**config.mk**
```make
export PLATFORM = sky130hd
export DESIGN_NAME = twos_comp_serial_flat
export DESIGN_NICKNAME = d
export VERILOG_FILES = /design/src/rtl/twos_comp_serial_pkg.sv /design/src/rtl/twos_comp_serial_if.sv /design/src/rtl/twos_comp_serial_lane.sv /design/src/rtl/twos_comp_serial.sv /design/src/flat_wrapper.sv
export SDC_FILE = /design/constraint.sdc
export NUM_CORES = 1
export LEC_CHECK = 0
export BUFFER_PORTS_ARGS = -buffer_cell sky130_fd_sc_hd__buf_4
export CAP_MARGIN = 15
export CORE_AREA = 2 2 39 41
export DETAILED_ROUTE_END_ITERATION = 8
export DIE_AREA = 0 0 41 43
export MAX_ROUTING_LAYER = met4
export PLACE_DENSITY_LB_ADDON = 0.15
export SYNTH_ARGS = -nofsm -noshare
export SYNTH_HDL_FRONTEND = slang
export SYNTH_HIERARCHICAL = 1
export SYNTH_SLANG_ARGS = --single-unit
```
**constraint.sdc**
```tcl
create_clock -name clk -period 3.1 [get_ports clk]
set_clock_uncertainty 0.05 [all_clocks]
set_input_delay 0.155 -clock clk [delete_from_list [all_inputs] [get_ports clk]]
set_output_delay 0.155 -clock clk [all_outputs]
set_load 0.01 [all_outputs]
```
**src/rtl/twos_comp_serial_pkg.sv**
```systemverilog
// Shared mode and lane-state encodings for the bit-serial two's-complement unit.
package twos_comp_pkg;

    typedef enum logic [1:0] {
        MODE_PASS = 2'b00,
        MODE_NEG  = 2'b01,
        MODE_ONES = 2'b10
    } mode_t;

    typedef enum logic {
        ST_COPY   = 1'b0,
        ST_INVERT = 1'b1
    } lane_state_t;

    // Code 11 is reserved and behaves as PASS.
    function automatic mode_t decode_mode(input logic [1:0] m);
        case (m)
            2'b01:   decode_mode = MODE_NEG;
            2'b10:   decode_mode = MODE_ONES;
            default: decode_mode = MODE_PASS;
        endcase
    endfunction

endpackage

```
**src/rtl/twos_comp_serial_if.sv**
```systemverilog
// Serial bit stream bundle between the deserialiser and the two's-complement unit.
interface twos_comp_serial_if #(
    parameter int CH = 1
);
    logic          in_valid;
    logic [CH-1:0] incode;
    logic [1:0]    mode;
    logic          abort;
    logic [CH-1:0] outcode;
    logic          out_valid;
    logic          out_last;
    logic [CH-1:0] ovf;

    modport master (
        output in_valid, incode, mode, abort,
        input  outcode, out_valid, out_last, ovf
    );

    modport slave (
        input  in_valid, incode, mode, abort,
        output outcode, out_valid, out_last, ovf
    );
endinterface

```
**src/rtl/twos_comp_serial_lane.sv**
```systemverilog
// One lane: copy-until-first-one-then-invert state, registered output bit and overflow flag.
module twos_comp_lane
    import twos_comp_pkg::*;
(
    input  logic  clk,
    input  logic  rst,
    input  logic  abort,
    input  logic  accept,
    input  logic  first,
    input  logic  last,
    input  mode_t mode,
    input  logic  in_bit,
    output logic  out_bit,
    output logic  ovf
);

    lane_state_t state_reg;
    lane_state_t state_eff;

    // The word boundary re-arms the lane before its first bit is evaluated.
    assign state_eff = first ? ST_COPY : state_reg;

    always_ff @(posedge clk) begin
        if (rst) begin
            state_reg <= ST_COPY;
            out_bit   <= 1'b0;
            ovf       <= 1'b0;
        end else if (abort) begin
            state_reg <= ST_COPY;
            ovf       <= 1'b0;
        end else if (accept) begin
            case (mode)
                MODE_NEG: begin
                    if (state_eff == ST_INVERT) begin
                        out_bit   <= ~in_bit;
                        state_reg <= ST_INVERT;
                        ovf       <= 1'b0;
                    end else begin
                        out_bit   <= in_bit;
                        state_reg <= in_bit ? ST_INVERT : ST_COPY;
                        // Still copying at the MSB with a one: input was 100..0.
                        ovf       <= last & in_bit;
                    end
                end
                MODE_ONES: begin
                    out_bit   <= ~in_bit;
                    state_reg <= ST_COPY;
                    ovf       <= 1'b0;
                end
                default: begin
                    out_bit   <= in_bit;
                    state_reg <= ST_COPY;
                    ovf       <= 1'b0;
                end
            endcase
        end else begin
            ovf <= 1'b0;
        end
    end

endmodule

```
**src/rtl/twos_comp_serial.sv**
```systemverilog
// Multi-lane bit-serial two's-complement unit with word framing, mode capture and abort.
module twos_comp_serial
    import twos_comp_pkg::*;
#(
    parameter int WIDTH = 8,
    parameter int CH    = 1
) (
    input  logic clk,
    input  logic rst,
    twos_comp_serial_if.slave bus
);

    localparam int IW = (WIDTH > 1) ? $clog2(WIDTH) : 1;

    logic [IW-1:0] idx_reg;
    mode_t         mode_q;
    logic          out_valid_reg;
    logic          out_last_reg;
    logic          first;
    logic          last;
    logic          accept;
    mode_t         mode_eff;
    logic [CH-1:0] outcode_w;
    logic [CH-1:0] ovf_w;

    assign first    = (idx_reg == '0);
    assign last     = (idx_reg == IW'(WIDTH - 1));
    assign accept   = bus.in_valid & ~bus.abort;
    // The live mode only matters on the first bit; the rest of the word follows mode_q.
    assign mode_eff = first ? decode_mode(bus.mode) : mode_q;

    always_ff @(posedge clk) begin
        if (rst) begin
            idx_reg       <= '0;
            mode_q        <= MODE_PASS;
            out_valid_reg <= 1'b0;
            out_last_reg  <= 1'b0;
        end else if (bus.abort) begin
            idx_reg       <= '0;
            out_valid_reg <= 1'b0;
            out_last_reg  <= 1'b0;
        end else if (bus.in_valid) begin
            idx_reg       <= last ? '0 : idx_reg + 1'b1;
            out_valid_reg <= 1'b1;
            out_last_reg  <= last;
            if (first) begin
                mode_q <= mode_eff;
            end
        end else begin
            out_valid_reg <= 1'b0;
            out_last_reg  <= 1'b0;
        end
    end

    for (genvar gi = 0; gi < CH; gi++) begin : g_lane
        twos_comp_lane u_lane (
            .clk     (clk),
            .rst     (rst),
            .abort   (bus.abort),
            .accept  (accept),
            .first   (first),
            .last    (last),
            .mode    (mode_eff),
            .in_bit  (bus.incode[gi]),
            .out_bit (outcode_w[gi]),
            .ovf     (ovf_w[gi])
        );
    end

    assign bus.outcode   = outcode_w;
    assign bus.ovf       = ovf_w;
    assign bus.out_valid = out_valid_reg;
    assign bus.out_last  = out_last_reg;

endmodule

```
**src/flat_wrapper.sv**
```systemverilog
// flat-port wrapper written by rule: the top's interface ports become plain ports
module twos_comp_serial_flat import twos_comp_pkg::*;
#(
    parameter int WIDTH = 8,
    parameter int CH    = 1
)
  (clk, rst, bus_in_valid, bus_incode, bus_mode, bus_abort, bus_outcode, bus_out_valid, bus_out_last, bus_ovf);
  twos_comp_serial_if #(.CH(CH)) bus_i ();
  input  logic clk;
  input  logic rst;
  input wire logic [$bits(bus_i.in_valid)-1:0] bus_in_valid;
  input wire logic [$bits(bus_i.incode)-1:0] bus_incode;
  input wire logic [$bits(bus_i.mode)-1:0] bus_mode;
  input wire logic [$bits(bus_i.abort)-1:0] bus_abort;
  output wire logic [$bits(bus_i.outcode)-1:0] bus_outcode;
  output wire logic [$bits(bus_i.out_valid)-1:0] bus_out_valid;
  output wire logic [$bits(bus_i.out_last)-1:0] bus_out_last;
  output wire logic [$bits(bus_i.ovf)-1:0] bus_ovf;
  assign bus_i.in_valid = bus_in_valid;
  assign bus_i.incode = bus_incode;
  assign bus_i.mode = bus_mode;
  assign bus_i.abort = bus_abort;
  assign bus_outcode = bus_i.outcode;
  assign bus_out_valid = bus_i.out_valid;
  assign bus_out_last = bus_i.out_last;
  assign bus_ovf = bus_i.ovf;
  twos_comp_serial #(.WIDTH(WIDTH), .CH(CH)) u_core (.clk(clk), .rst(rst), .bus(bus_i));
endmodule
```
* Word-level counts from Yosys, hierarchy flattened
Cells that the tools add are included. W data, S select, Z words.
Storage, ports and cells: flip-flop bits (word level) 10, input port bits 7, output and inout port bits 4, word-level logic and storage cells 36
Operators by class: $add $sub $neg 1, equal/unequal tests 5, multiplexer cells 10, bitwise logic cells 7, reductions and logical operators 6
Operator list (number):
- $mux W1 | 6
- $not A1 Y1 | 5
- $reduce_or A5 Y1 | 1
- $eq A2 B1 Y1 const B | 2
- $eq A2 B2 Y1 const B | 2
- $pmux W2 S2 | 1
- $add A3 B1 Y3 const B | 1
- $eq A3 B3 Y1 const B | 1
- $logic_not A3 Y1 | 1
- $mux W3 | 1
- $reduce_and A3 Y1 | 1
- $reduce_or A3 Y1 | 1
- $and A1 B1 Y1 | 2
- $mux W2 | 1
- $pmux W1 S2 | 1
- $reduce_and A2 Y1 | 1
- $reduce_or A2 Y1 | 1

* Depth between registers and ports, before layout
Gate-level depths: netlist (run 1).
depth after elaboration 6, gate-level depth with buffers 9, mapped depth without buffers 9

* Hierarchy
Netlist (run 1), hierarchy kept.
By module, submodules not included:
- twos_comp_serial | instances 1, cells each 34, area an instance 366.6 um^2, sequential area each 140.1 um^2
- twos_comp_lane | instances 1, cells each 22, area an instance 195.2 um^2, sequential area each 60.1 um^2

* Worst setup path before layout (run 1)
No wires, ideal clock.
path kind register -> register, from register u_core.idx_reg[0], to register u_core.g_lane[0].u_lane.out_bit, library setup time 91 ps, arrival time 1683 ps, required time 2959 ps, setup slack 1276 ps, stages on the path, launching flop included 10, buffers on the path 0, clock period less this slack 1824 ps, cell sequence dfxtp_1 inv_1 ha_1 nor2b_1 mux2_2 inv_1 ha_1 nand4bb_1 o21ai_1 a311oi_1
Between the ends: longest elaborated chain between the ends 4, elaborated cells between the ends (all ways) 7, those cells by class eq/ne (2); mux (4); reduce/logical (1)
Ends and longest elaborated chain:
- start, declared | RTL line twos_comp_serial.sv:15 | logic [IW-1:0] idx_reg;
- start signal, assigned | RTL line twos_comp_serial.sv:43 | idx_reg <= last ? '0 : idx_reg + 1'b1;
- $logic_not A3 Y1 * | RTL line twos_comp_serial.sv:26 | assign first = (idx_reg == '0);
- via u_core.first | RTL line twos_comp_serial.sv:19 | logic first;
- $mux W2 * | RTL line twos_comp_serial.sv:30 | assign mode_eff = first ? decode_mode(bus.mode) : mode_q;
- via u_core.mode_eff[0] | RTL line twos_comp_serial.sv:22 | mode_t mode_eff;
- $eq A2 B2 Y1 / $eq A2 B1 Y1 (equally long branches) | RTL line twos_comp_serial_lane.sv:32 | case (mode)
- $pmux W1 S2 * | RTL line twos_comp_serial_lane.sv:32
- end signal, assigned | RTL line twos_comp_serial_lane.sv:35 | out_bit <= ~in_bit;
- end signal, assigned | RTL line twos_comp_serial_lane.sv:39 | out_bit <= in_bit;
- end signal, assigned | RTL line twos_comp_serial_lane.sv:46 | out_bit <= ~in_bit;
- end, declared | RTL line twos_comp_serial_lane.sv:13 | output logic out_bit,
Mark *: on every way through the listed nets, which the timed path passes. The rest lies on a longest branch. A chain may end at the register's enable or synchronous reset.

* Worst setup path in the final report (run 1)
Ends and elaborated chain as after synthesis.

==> results of run 1 <==
==> area by class of cell <==
class,instances,area [sq um],area share (%)
Clock buffer,4,36.3,5.23
Inverter,7,26.3,3.79
Multi-Input combinational cell,39,335,48.4
Sequential cell,10,200,28.9
Tap cell,16,20.0,2.89
Timing Repair Buffer,10,75.1,10.8
==> worst max-delay path, cell delays in order, from the launching register on <==
cell and delay (ns):
dfxtp_1 0.33, inv_1 0.06, ha_1 0.16, nor2b_1 0.24
mux2_1 0.38, ha_1 0.30, nand4bb_1 0.10, o21ai_1 0.07
a311oi_1 0.22
==> power by group <==
group	total [uW]	switching (uW)	internal, uW	leakage, uW
clock	116	44.5	71.3	0.0000210
combinational	38.1	18.3	19.8	0.000203
sequential	133	1.65	131	0.0000811
==> metrics by stage <==
step	cell area, sq um	cells
floorplan	562	56
global placement	657	82
detailed placement	657	82
CTS	693	86
global route	693	86
finish	693	86
==> routing by layer <==
metal  share of wire (%)  vias to the layer above  track usage [%]
met3                 7.2                        0             9.42
met1                  45                      204             17.1
met4                   0                        0             6.00
met2                  47                       12             18.1
met5                   0                        -                -
li1                    -                      226                -
==> how the worst max path moves through the flow <==
stage,startpoint,endpoint,slack (ns),cells past startpoint
floorplan,u_core/idx_reg[0]$_SDFFE_PP0P_,u_core/g_lane[0].u_lane/out_bit$_SDFFE_PP0P_,1.28,9
global placement,u_core/idx_reg[0]$_SDFFE_PP0P_,u_core/g_lane[0].u_lane/out_bit$_SDFFE_PP0P_,1.19,9
detailed placement,u_core/idx_reg[0]$_SDFFE_PP0P_,u_core/g_lane[0].u_lane/out_bit$_SDFFE_PP0P_,1.07,9
CTS,u_core/idx_reg[0]$_SDFFE_PP0P_,u_core/g_lane[0].u_lane/out_bit$_SDFFE_PP0P_,1.08,9
global route,u_core/idx_reg[0]$_SDFFE_PP0P_,u_core/g_lane[0].u_lane/out_bit$_SDFFE_PP0P_,0.97,9
finish,u_core/idx_reg[0]$_SDFFE_PP0P_,u_core/g_lane[0].u_lane/out_bit$_SDFFE_PP0P_,1.09,8
==> layout by cell type, fill, tap and decap left out, types with 3 or more instances in the layout <==
cell type	Yosys	final
nor3_1	3	3
buf_4	0	10
dfxtp_1	10	10
inv_1	7	7
nand2b_1	4	4
clkbuf_4	0	3
ha_1	6	6
mux2i_1	4	4
or3b_1	3	3
nor2b_1	4	4
==> kinds of logic (layout without fill, tap and decap cells) <==
family                   after synthesis  in the layout
AO/OA/AOI/OAI                          5              5
multiplexers                           6              6
buffers and inverters                  7             21
adder cells (fa/ha/maj)                6              6
AND/OR/NAND/NOR                       22             22
flip-flops                            10             10
==> results.md, run 1 <==
* Outcome: complete, no violations
* Post-Syn Nets at slightly below 70
* Fmax achieved at between 400 and 500 MHz
* Deepest level of the CTS H-tree at 1
* Post-synth EDFFs at 0
* Required time of the worst setup path at 3.23 ns
* Finished Core Util at about half
* Drt wl/cell at around 11 um
* Nets at 84
* Top area cells in the synthesized netlist: dfxtp_1 36%, ha_1 13%, mux2i_1 7.1%
* Adder-cell share of the synthesized area at about an eighth
* Cell with the most instances after synthesis: dfxtp_1
* Vias post-DR at around 440
* Starting utilization of the core area at ~41%
* Number of cells produced by synthesis at between 50 and 60
* Worst Hold Path EP: u_core/idx_reg[0]$_SDFFE_PP0P_
* Distinct cells, synth at 23
* Number of global-route vias before repair at ~360
* End of the worst register-to-register path: u_core/g_lane[0].u_lane/out_bit$_SDFFE_PP0P_
* Most frequent cells after synthesis: 10 x dfxtp_1, 7 x inv_1, 6 x ha_1
* GRT Overall Usage at about 14%
* Combinational family with the most area after synthesis: simple AND/OR/NAND/NOR gates
* Number of DRC markers in iteration 0 at 4
* Number of buffers added on ports at 10
* Setup Slack @ Placement at 1.07 ns
* Source-to-sink clock delay at the later pin of the worst-skew pair at 0.26 ns
* Worst reg2reg setup slack at between 1 and 1.5 ns
* Hold Path Cell Cnt at 2
* Growth of design area from synthesis to finish at 23.4%
* Count of unresolved DRC violations after routing at 0
* Maximum vdd drop at approximately 260 uV
* Die outline width at about 41 um
* Ys Warns at 6
* Endpoint kind of the worst setup timing path: register
* Slew Viols, Final at 0
* Fraction of final layout cells sized beyond drive strength 1 at between 20 and 25%
* Die footprint at around 1800 sq um
* Number of clock sinks seen by CTS at 10
* Proportion of netlist area held by the largest area contributor at a little over a third
* Netlist area before placement at between 500 and 600 sq um
* Clock tree from TritonCTS: yes
* Complex-gate fraction of the synthesized area at around 7.6%
* Power per Cell Area at 414 nW/um^2
* Launching point of the worst reg2reg path: u_core/idx_reg[0]$_SDFFE_PP0P_
* Length of the first detailed-routing pass in iterations at 4
* Largest net degree at the start of global routing at 12
* Share of synthesized registers carrying an async set or reset at 0%
* Total core area at 1380 sq um
* Hold buffers post-CTS at 0
* Number of antenna repair diodes at 0
* Post-DP HPWL at 737 um
* Final antenna-violating net count at 0
* Post-CTS resize count at 0
* Number of ports placed on the die boundary at 11
* Num CTS Buffers at 3
* Vias per inst at roughly 5
* Sum of routed wire length over all layers at a little under 1 mm
* Flip-flop count of the largest register, all copies and words added at 3
* Unrepaired setup endpoints after global routing: false
* Highest net fanout along the worst path at 4
* Worst Max-Slew Pin Slew at roughly 0.32 ns
* Buffer type at the clock tree root: clkbuf_4
* Initial antenna violation count at 0
* Row Count at 14
* Leakage power total at 0.000305 uW
* Filler cells at 132
* Worst hold start: rst
* Crit Path Category: reg2reg
* Overall overflow remaining after global route at 0
* Buffers inserted by post-CTS timing repair at 0
* Flops & latches, synth at 10
* Portion of the post-synthesis area used by sequential elements at between 30 and 40%
* Clock-pin slew on the worst setup and hold paths at about 0.07 ns
* Die outline height at ~43 um
* Hold violation count in the final report at 0
* Smallest setup slack after layout at 1.09 ns
* Setup-violating endpoint count in the final report at 0
* Dominant cell type by area after synthesis: dfxtp_1
* Xor/xnor share of the synthesized area at 0%
* Post-route setup TNS at 0 ns
* Worst hold slack across all endpoints at ~0.08 ns
* Syn avg cell area at roughly 10 sq um
* Proportion of synthesized area in mux cells at 11.1%
* Area share of and/or/nand/nor cells after synthesis at between 20% and 30%
* First-pass GRT wire length at about 1.6 mm
* Min-Delay Path Class: in2reg
* Flip-flop cell with the highest count after synthesis: dfxtp_1
* Largest buffer count on any clock path at 2
* Count of maximum capacitance violations at 0
* Placer's final routability congestion estimate at 0.708
* Power consumption at 287 uW
* Number of cells traversed by the worst register-to-register path at 8
* Headroom to the max-slew limit at 78.3%
* Arrival @ worst endpoint at ~2.1 ns
* Crit path launch type: register
* Ratio of final minimum period to clock period at 64.8%
* Post-layout min period at roughly 2 ns
Power figures use the tool's default switching activity.
==> inputs of run 2 (changes only) <==
Clock period 3.1 ns to 1.6 ns, I/O delays scaled along.
==> run 2 against run 1 <==
Effect of this change: the run now ends with setup timing left; combinational power grew 140%; register-to-register slack got worse by 1.2 ns; worst hold slack lost 0.026 ns; clock-buffer cell count unchanged; sequential share of layout area shrank 3.2 points; cell count rose by 5.8%; largest power group unchanged.
==> results.md, run 2 (same netlist as run 1, synthesis figures left out) <==
* Outcome: finished, violations left
* Violations in the final reports: setup timing
* Commonest non-fill, non-tap cells in the layout: 13 x buf_4, 8 x dfxtp_1, 4 x mux2i_1, 4 x nand2b_1, 4 x inv_1
* Number of clock sinks seen by CTS at 10 (unchanged)
* Number of buffers added on ports at 10 (unchanged)
* Post-layout min period at 1.71 ns (-0.297 ns)
* Number of ports placed on the die boundary at 11 (unchanged)
* Setup-violating endpoint count in the final report at 3 (+3)
* Sum of routed wire length over all layers at 1.04 mm (+7.4%)
* Min-Delay Path Class: in2reg
* Clock-pin slew on the worst setup and hold paths at 0.07 ns (about the same)
* Maximum vdd drop at 396 uV (+49%)
* Vias per inst at 4.90 (-4.6%)
* Total core area at 1380 sq um (unchanged)
* Fraction of final layout cells sized beyond drive strength 1 at 40.0% (+17 points)
* Power per Cell Area at 738 nW/um^2 (+78%)
* Slew Viols, Final at 0 (unchanged)
* Growth of design area from synthesis to finish at 40.5%
* Endpoint kind of the worst setup timing path: register
* Nets at 89 (+6.0%)
* Clock tree from TritonCTS: yes
* Flip-flop count of the largest register, all copies and words added at 3 (unchanged)
* Ratio of final minimum period to clock period at 107% (+42 points)
* Die outline height at 43 um (unchanged)
* Clock power frac at 40.0% (-0.4 points)
* Net Sw Frac at 23.8% (+1.3 points)
* Power consumption at 583 uW (+100%)
* Required time of the worst setup path at 1.73 ns (-1.50 ns)
* Post-route cell area at 790 sq um (+14%)
* Hold violation count in the final report at 0 (unchanged)
* Crit Path Category: reg2reg
* Vias post-DR at 446 (+0.90%)
* Crit path launch type: register
* Final antenna-violating net count at 0 (unchanged)
* Finished Core Util at 57.1% (+7.0 points)
* Row Count at 14 (unchanged)
* Largest net degree at the start of global routing at 12 (unchanged)
* Share of power burned in combinational logic at 15.8% (+2.5 points)
* Number of global-route vias before repair at 460 (+27%)
* GRT Overall Usage at 15.7% (+1.5 points)
* Overall overflow remaining after global route at 0 (unchanged)
* Source-to-sink clock delay at the later pin of the worst-skew pair at 0.27 ns (about the same)
* Highest net fanout along the worst path at 3 (-1)
* Number of antenna repair diodes at 0 (unchanged)
* Final Non-Filler Cells at 91 (+5.8%)
* Deepest level of the CTS H-tree at 1 (unchanged)
* Post-DP HPWL at 771 um (+4.6%)
* Largest buffer count on any clock path at 2 (unchanged)
* Fmax achieved at 584 MHz (+17%)
* Length of the first detailed-routing pass in iterations at 4 (unchanged)
* Unrepaired setup endpoints after global routing: true
* Smallest setup slack after layout at -0.114 ns (-1.20 ns)
* Arrival @ worst endpoint at 1.85 ns (-0.29 ns)
* Worst reg2reg setup slack at -0.11 ns (-1.20 ns)
* Switching power at 139 uW (+120%)
* Count of unresolved DRC violations after routing at 0 (unchanged)
* Worst Max-Slew Pin Slew at 0.303 ns (-0.0210 ns)
* Placed cells at 85 (+3.7%)
* Starting utilization of the core area at 40.6% (unchanged)
* Drt wl/cell at 11.5 um (+1.5%)
* Most common library cell in the layout ignoring fill and taps: buf_4
* Setup Slack @ Placement at -0.118 ns (-1.19 ns)
* Portion of total power attributed to sequential cells at 44.2% (-2.2 points)
* Placer's final routability congestion estimate at 0.725 (+2.4%)
* Leakage power total at 0.000350 uW (+15%)
* Buffers inserted by post-CTS timing repair at 0 (unchanged)
* Placed instance area at 722 sq um (+9.9%)
* Buffer type at the clock tree root: clkbuf_4
* Die outline width at 41 um (unchanged)
* Die footprint at 1760 sq um (unchanged)
* Count of maximum capacitance violations at 0 (unchanged)
* First-pass GRT wire length at 1.80 mm (+13%)
* Initial antenna violation count at 0 (unchanged)
* Headroom to the max-slew limit at 79.7% (+1.4 points)
* Cell-internal power at 444 uW (+100%)
* Number of DRC markers in iteration 0 at 6 (+2)
* Num CTS Buffers at 3 (unchanged)
run 2: cell count changes in the layout (fill, tap and decap cells not counted), moves of 2 or more:
cell / change
buf_4: +3
ha_1: -3
inv_1: -3
dfxtp_1: -2
dfxtp_2: +2
dlygate4sd3_1: +2
ha_4: +2
inv_2: +2
mux2_4: +2
run 2: layout make-up:
type / instances / area (sq um)
timing repair buffer: 15 / 118
inverter: 7 / 28.8
tap: 16 / 20.0
fill: 122 / 594
multi-input combinational: 39 / 384
sequential: 10 / 203
clock buffer: 4 / 36.3
run 2: repair_timing:
item | in CTS | in global routing
hold buffers | 2 | 0
pin swaps | 0 | 0
setup endpoints to repair | 3 | 4
resized for setup | 1 | 2
hold endpoints to repair | 1 | 0
run 2: power groups by stage:
stage | logic (uW) | clock network, uW | registers [uW]
2_1_floorplan | 50.1 | 0 | 265
3_3_place_gp | 86.2 | 0 | 264
3_5_place_dp | 86.2 | 0 | 263
4_1_cts | 92.2 | 244 | 258
5_1_grt | 102 | 252 | 258
6_report | 92.1 | 233 | 258
run 2: worst max-delay path: stages (launching register included):
cell,delay [ns]
dfxtp_2,0.33
inv_2,0.06
ha_4,0.12
nor2b_4,0.16
mux2_4,0.33
inv_4,0.06
ha_4,0.19
nand4bb_1,0.08
o21ai_1,0.06
a311oi_1,0.18
run 2: through the flow:
step	hold WS [ns]	TNS [ns]
2_1_floorplan	0.0873	-0.0625
3_3_place_gp	0.284	-0.213
3_5_place_dp	0.280	-0.301
4_1_cts	0.0525	-0.341
5_1_grt	0.0653	-0.684
6_report	0.0525	-0.314
run 2: worst paths after layout:
path | end | cells past startpoint | start
worst max-delay path | u_core/g_lane[0].u_lane/out_bit$_SDFFE_PP0P_ | 9 | u_core/idx_reg[1]$_SDFFE_PP0P_
worst min-delay path | u_core/mode_q[0]$_SDFFE_PP0P_ | 3 | bus_mode[1]
worst max register to register | u_core/g_lane[0].u_lane/out_bit$_SDFFE_PP0P_ | 9 | u_core/idx_reg[1]$_SDFFE_PP0P_
worst min register to register | u_core/mode_q[0]$_SDFFE_PP0P_ | 2 | u_core/mode_q[0]$_SDFFE_PP0P_
run 2: per-layer routing:
| layer | part of all wire [%] | global-route usage (%) |
|---|---|---|
| met4 | 1.7 | 10.0 |
| met3 | 4.5 | 3.14 |
| met1 | 46 | 18.2 |
| met5 | 0 | - |
| met2 | 47 | 23.4 |
==> inputs of run 3 (changes only) <==
Settings changed: CORE_AREA 2 2 39 41 to not set, CORE_ASPECT_RATIO set to 1.1, CORE_UTILIZATION set to 30, DIE_AREA 0 0 41 43 to not set.
==> run 3 against run 2 <==
Effect of this change: the run still ends with setup timing left; sequential power is essentially flat; wire length increased by 1.6%; worst hold slack got worse by 0.048 ns; via count up 1.8%; setup slack worse by 0.021 ns; sequential share of layout area fell by 0.20 points; clock power hardly changed; critical endpoint unchanged; largest power group unchanged.
==> results.md, run 3 (same netlist as run 1, synthesis figures left out) <==
* Deepest level of the CTS H-tree at 1 (unchanged)
* Drt wl/cell at 11.5 um (+0.53%)
* Length of the first detailed-routing pass in iterations at 4 (unchanged)
* Flip-flop count of the largest register, all copies and words added at 3 (unchanged)
* Buffer type at the clock tree root: clkbuf_4
* Nets at 88 (-1.1%)
* Clock-pin slew on the worst setup and hold paths at 0.07 ns (about the same)
* Required time of the worst setup path at 1.70 ns (-0.03 ns)
* First-pass GRT wire length at 1.88 mm (+4.2%)
* Hold violation count in the final report at 0 (unchanged)
* Final Non-Filler Cells at 92 (+1.1%)
* Fraction of final layout cells sized beyond drive strength 1 at 45.9% (+5.9 points)
* Number of antenna repair diodes at 0 (unchanged)
* Arrival @ worst endpoint at 1.84 ns (about the same)
* Total core area at 1760 sq um (+27%)
* Number of buffers added on ports at 10 (unchanged)
* Commonest non-fill, non-tap cells in the layout: 14 x buf_4, 8 x dfxtp_1, 4 x inv_2, 4 x mux2i_1, 4 x nand2b_1
* Overall overflow remaining after global route at 0 (unchanged)
* Largest buffer count on any clock path at 2 (unchanged)
* Final antenna-violating net count at 0 (unchanged)
* GRT Overall Usage at 13.4% (-2.3 points)
* Violations in the final reports: setup timing
* Setup-violating endpoint count in the final report at 3 (unchanged)
* Fmax achieved at 576 MHz (-1.2%)
* Clock tree from TritonCTS: yes
* Highest net fanout along the worst path at 3 (unchanged)
* Ratio of final minimum period to clock period at 108% (+1.3 points)
* Number of ports placed on the die boundary at 11 (unchanged)
* Placer's final routability congestion estimate at 0.685 (-5.6%)
* Growth of design area from synthesis to finish at 41.6%
* Row Count at 16 (+2)
* Slew Viols, Final at 0 (unchanged)
* Post-route setup TNS at -0.337 ns (-0.0227 ns)
* Vias post-DR at 454 (+1.8%)
* Source-to-sink clock delay at the later pin of the worst-skew pair at 0.27 ns (about the same)
* Post-DP HPWL at 783 um (+1.6%)
* Most common library cell in the layout ignoring fill and taps: buf_4
* Worst Max-Slew Pin Slew at 0.301 ns (-0.00250 ns)
* Crit Path Category: reg2reg
* Power consumption at 581 uW (-0.22%)
* Placed cells at 87 (+2.4%)
* Leakage power total at 0.000347 uW (-0.91%)
* Post-layout min period at 1.73 ns (+0.0213 ns)
* Crit path launch type: register
* Initial antenna violation count at 0 (unchanged)
* Num CTS Buffers at 3 (unchanged)
* Unrepaired setup endpoints after global routing: true
* Hold buffers post-CTS at 0 (-2)
* Headroom to the max-slew limit at 79.9% (+0.17 points)
* Count of unresolved DRC violations after routing at 0 (unchanged)
* Outcome: finished, violations left
* Die footprint at 2050 sq um (+16%)
* Number of clock sinks seen by CTS at 10 (unchanged)
* Die outline width at 43.3 um (+5.5%)
* Min-Delay Path Class: in2reg
* Die outline height at 47.4 um (+10%)
* Number of global-route vias before repair at 430 (-6.5%)
* Power per Cell Area at 730 nW/um^2 (-1.0%)
* Smallest setup slack after layout at -0.135 ns (-0.0213 ns)
* Maximum vdd drop at 530 uV (+34%)
* Count of maximum capacitance violations at 0 (unchanged)
* Vias per inst at 4.93 (+0.69%)
* Sum of routed wire length over all layers at 1.06 mm (+1.6%)
* Endpoint kind of the worst setup timing path: register
* Number of DRC markers in iteration 0 at 3 (-3)
* Largest net degree at the start of global routing at 12 (unchanged)
* Finished Core Util at 45.2% (-12 points)
* Starting utilization of the core area at 31.9% (-8.7 points)
-- run 3: cell count changes in the layout (fill, tap and decap cells not counted) --
| cell | change |
|---|---|
| inv_2 | +2 |
| buf_4 | +1 |
| ha_4 | +1 |
| a2bb2oi_1 | -1 |
| inv_4 | -1 |
| a2bb2oi_2 | +1 |
| ha_1 | -1 |
| dlygate4sd3_1 | -2 |
| inv_1 | -1 |
-- run 3: report_power, final --
part | leakage (uW) | internal [uW] | switching [uW]
clock | 0.0000210 | 138 | 91.5
sequential | 0.0000820 | 255 | 2.68
combinational | 0.000244 | 51.2 | 42.9
total | 0.000347 | 444 | 137
-- run 3: what timing repair did --
item	in CTS	in global routing
setup endpoints to repair	3	4
pin swaps	0	2
buffers inserted	0	1
endpoints found under the hold margin	0	0
gates resized for setup	1	5
-- run 3: stage by stage --
stage / setup slack [ns] / hold slack (ns) / instance area [sq um]
floorplan: -0.0428 / 0.0873 / 604
global placement: -0.0870 / 0.293 / 724
detailed placement: -0.118 / 0.292 / 724
CTS: -0.127 / 0.00212 / 767
global route: -0.232 / 0.0102 / 796
finish: -0.135 / 0.00494 / 796
-- run 3: path summary, 6_finish.rpt --
| kind | cells after the start | slack [ns] | to | from |
|---|---|---|---|---|
| worst max register to register | 8 | -0.13 | u_core/g_lane[0].u_lane/out_bit$_SDFFE_PP0P_ | u_core/idx_reg[0]$_SDFFE_PP0P_ |
| worst min register to register | 2 | 0.42 | u_core/mode_q[0]$_SDFFE_PP0P_ | u_core/mode_q[0]$_SDFFE_PP0P_ |
| worst min-delay path | 2 | 0.005 | u_core/idx_reg[0]$_SDFFE_PP0P_ | bus_abort |
| worst max-delay path | 8 | -0.13 | u_core/g_lane[0].u_lane/out_bit$_SDFFE_PP0P_ | u_core/idx_reg[0]$_SDFFE_PP0P_ |
-- run 3: layer usage --
metal | vias to the layer above | GRT usage, % | part of all wire, %
li1 | 235 | - | -
met1 | 209 | 14.9 | 48
met2 | 10 | 21.2 | 47
met3 | 0 | 5.77 | 5.1
met4 | 0 | 5.45 | 0
met5 | - | - | 0
-- run 3: final cells by class --
cell class	count	area (sq um)
Sequential cell	10	203
Clock buffer	4	36.3
Tap cell	18	22.5
Fill cell	176	966
Inverter	7	26.3
Timing Repair Buffer	14	105
Multi-Input combinational cell	39	403
-- run 3: worst max-delay path, stage by stage (launching register included) --
cell and delay [ns]:
dfxtp_2 0.33, inv_2 0.06, ha_4 0.11, nor2b_4 0.17, mux2_4 0.32, buf_4 0.14, ha_4 0.15, a22oi_1 0.17
a311oi_1 0.11
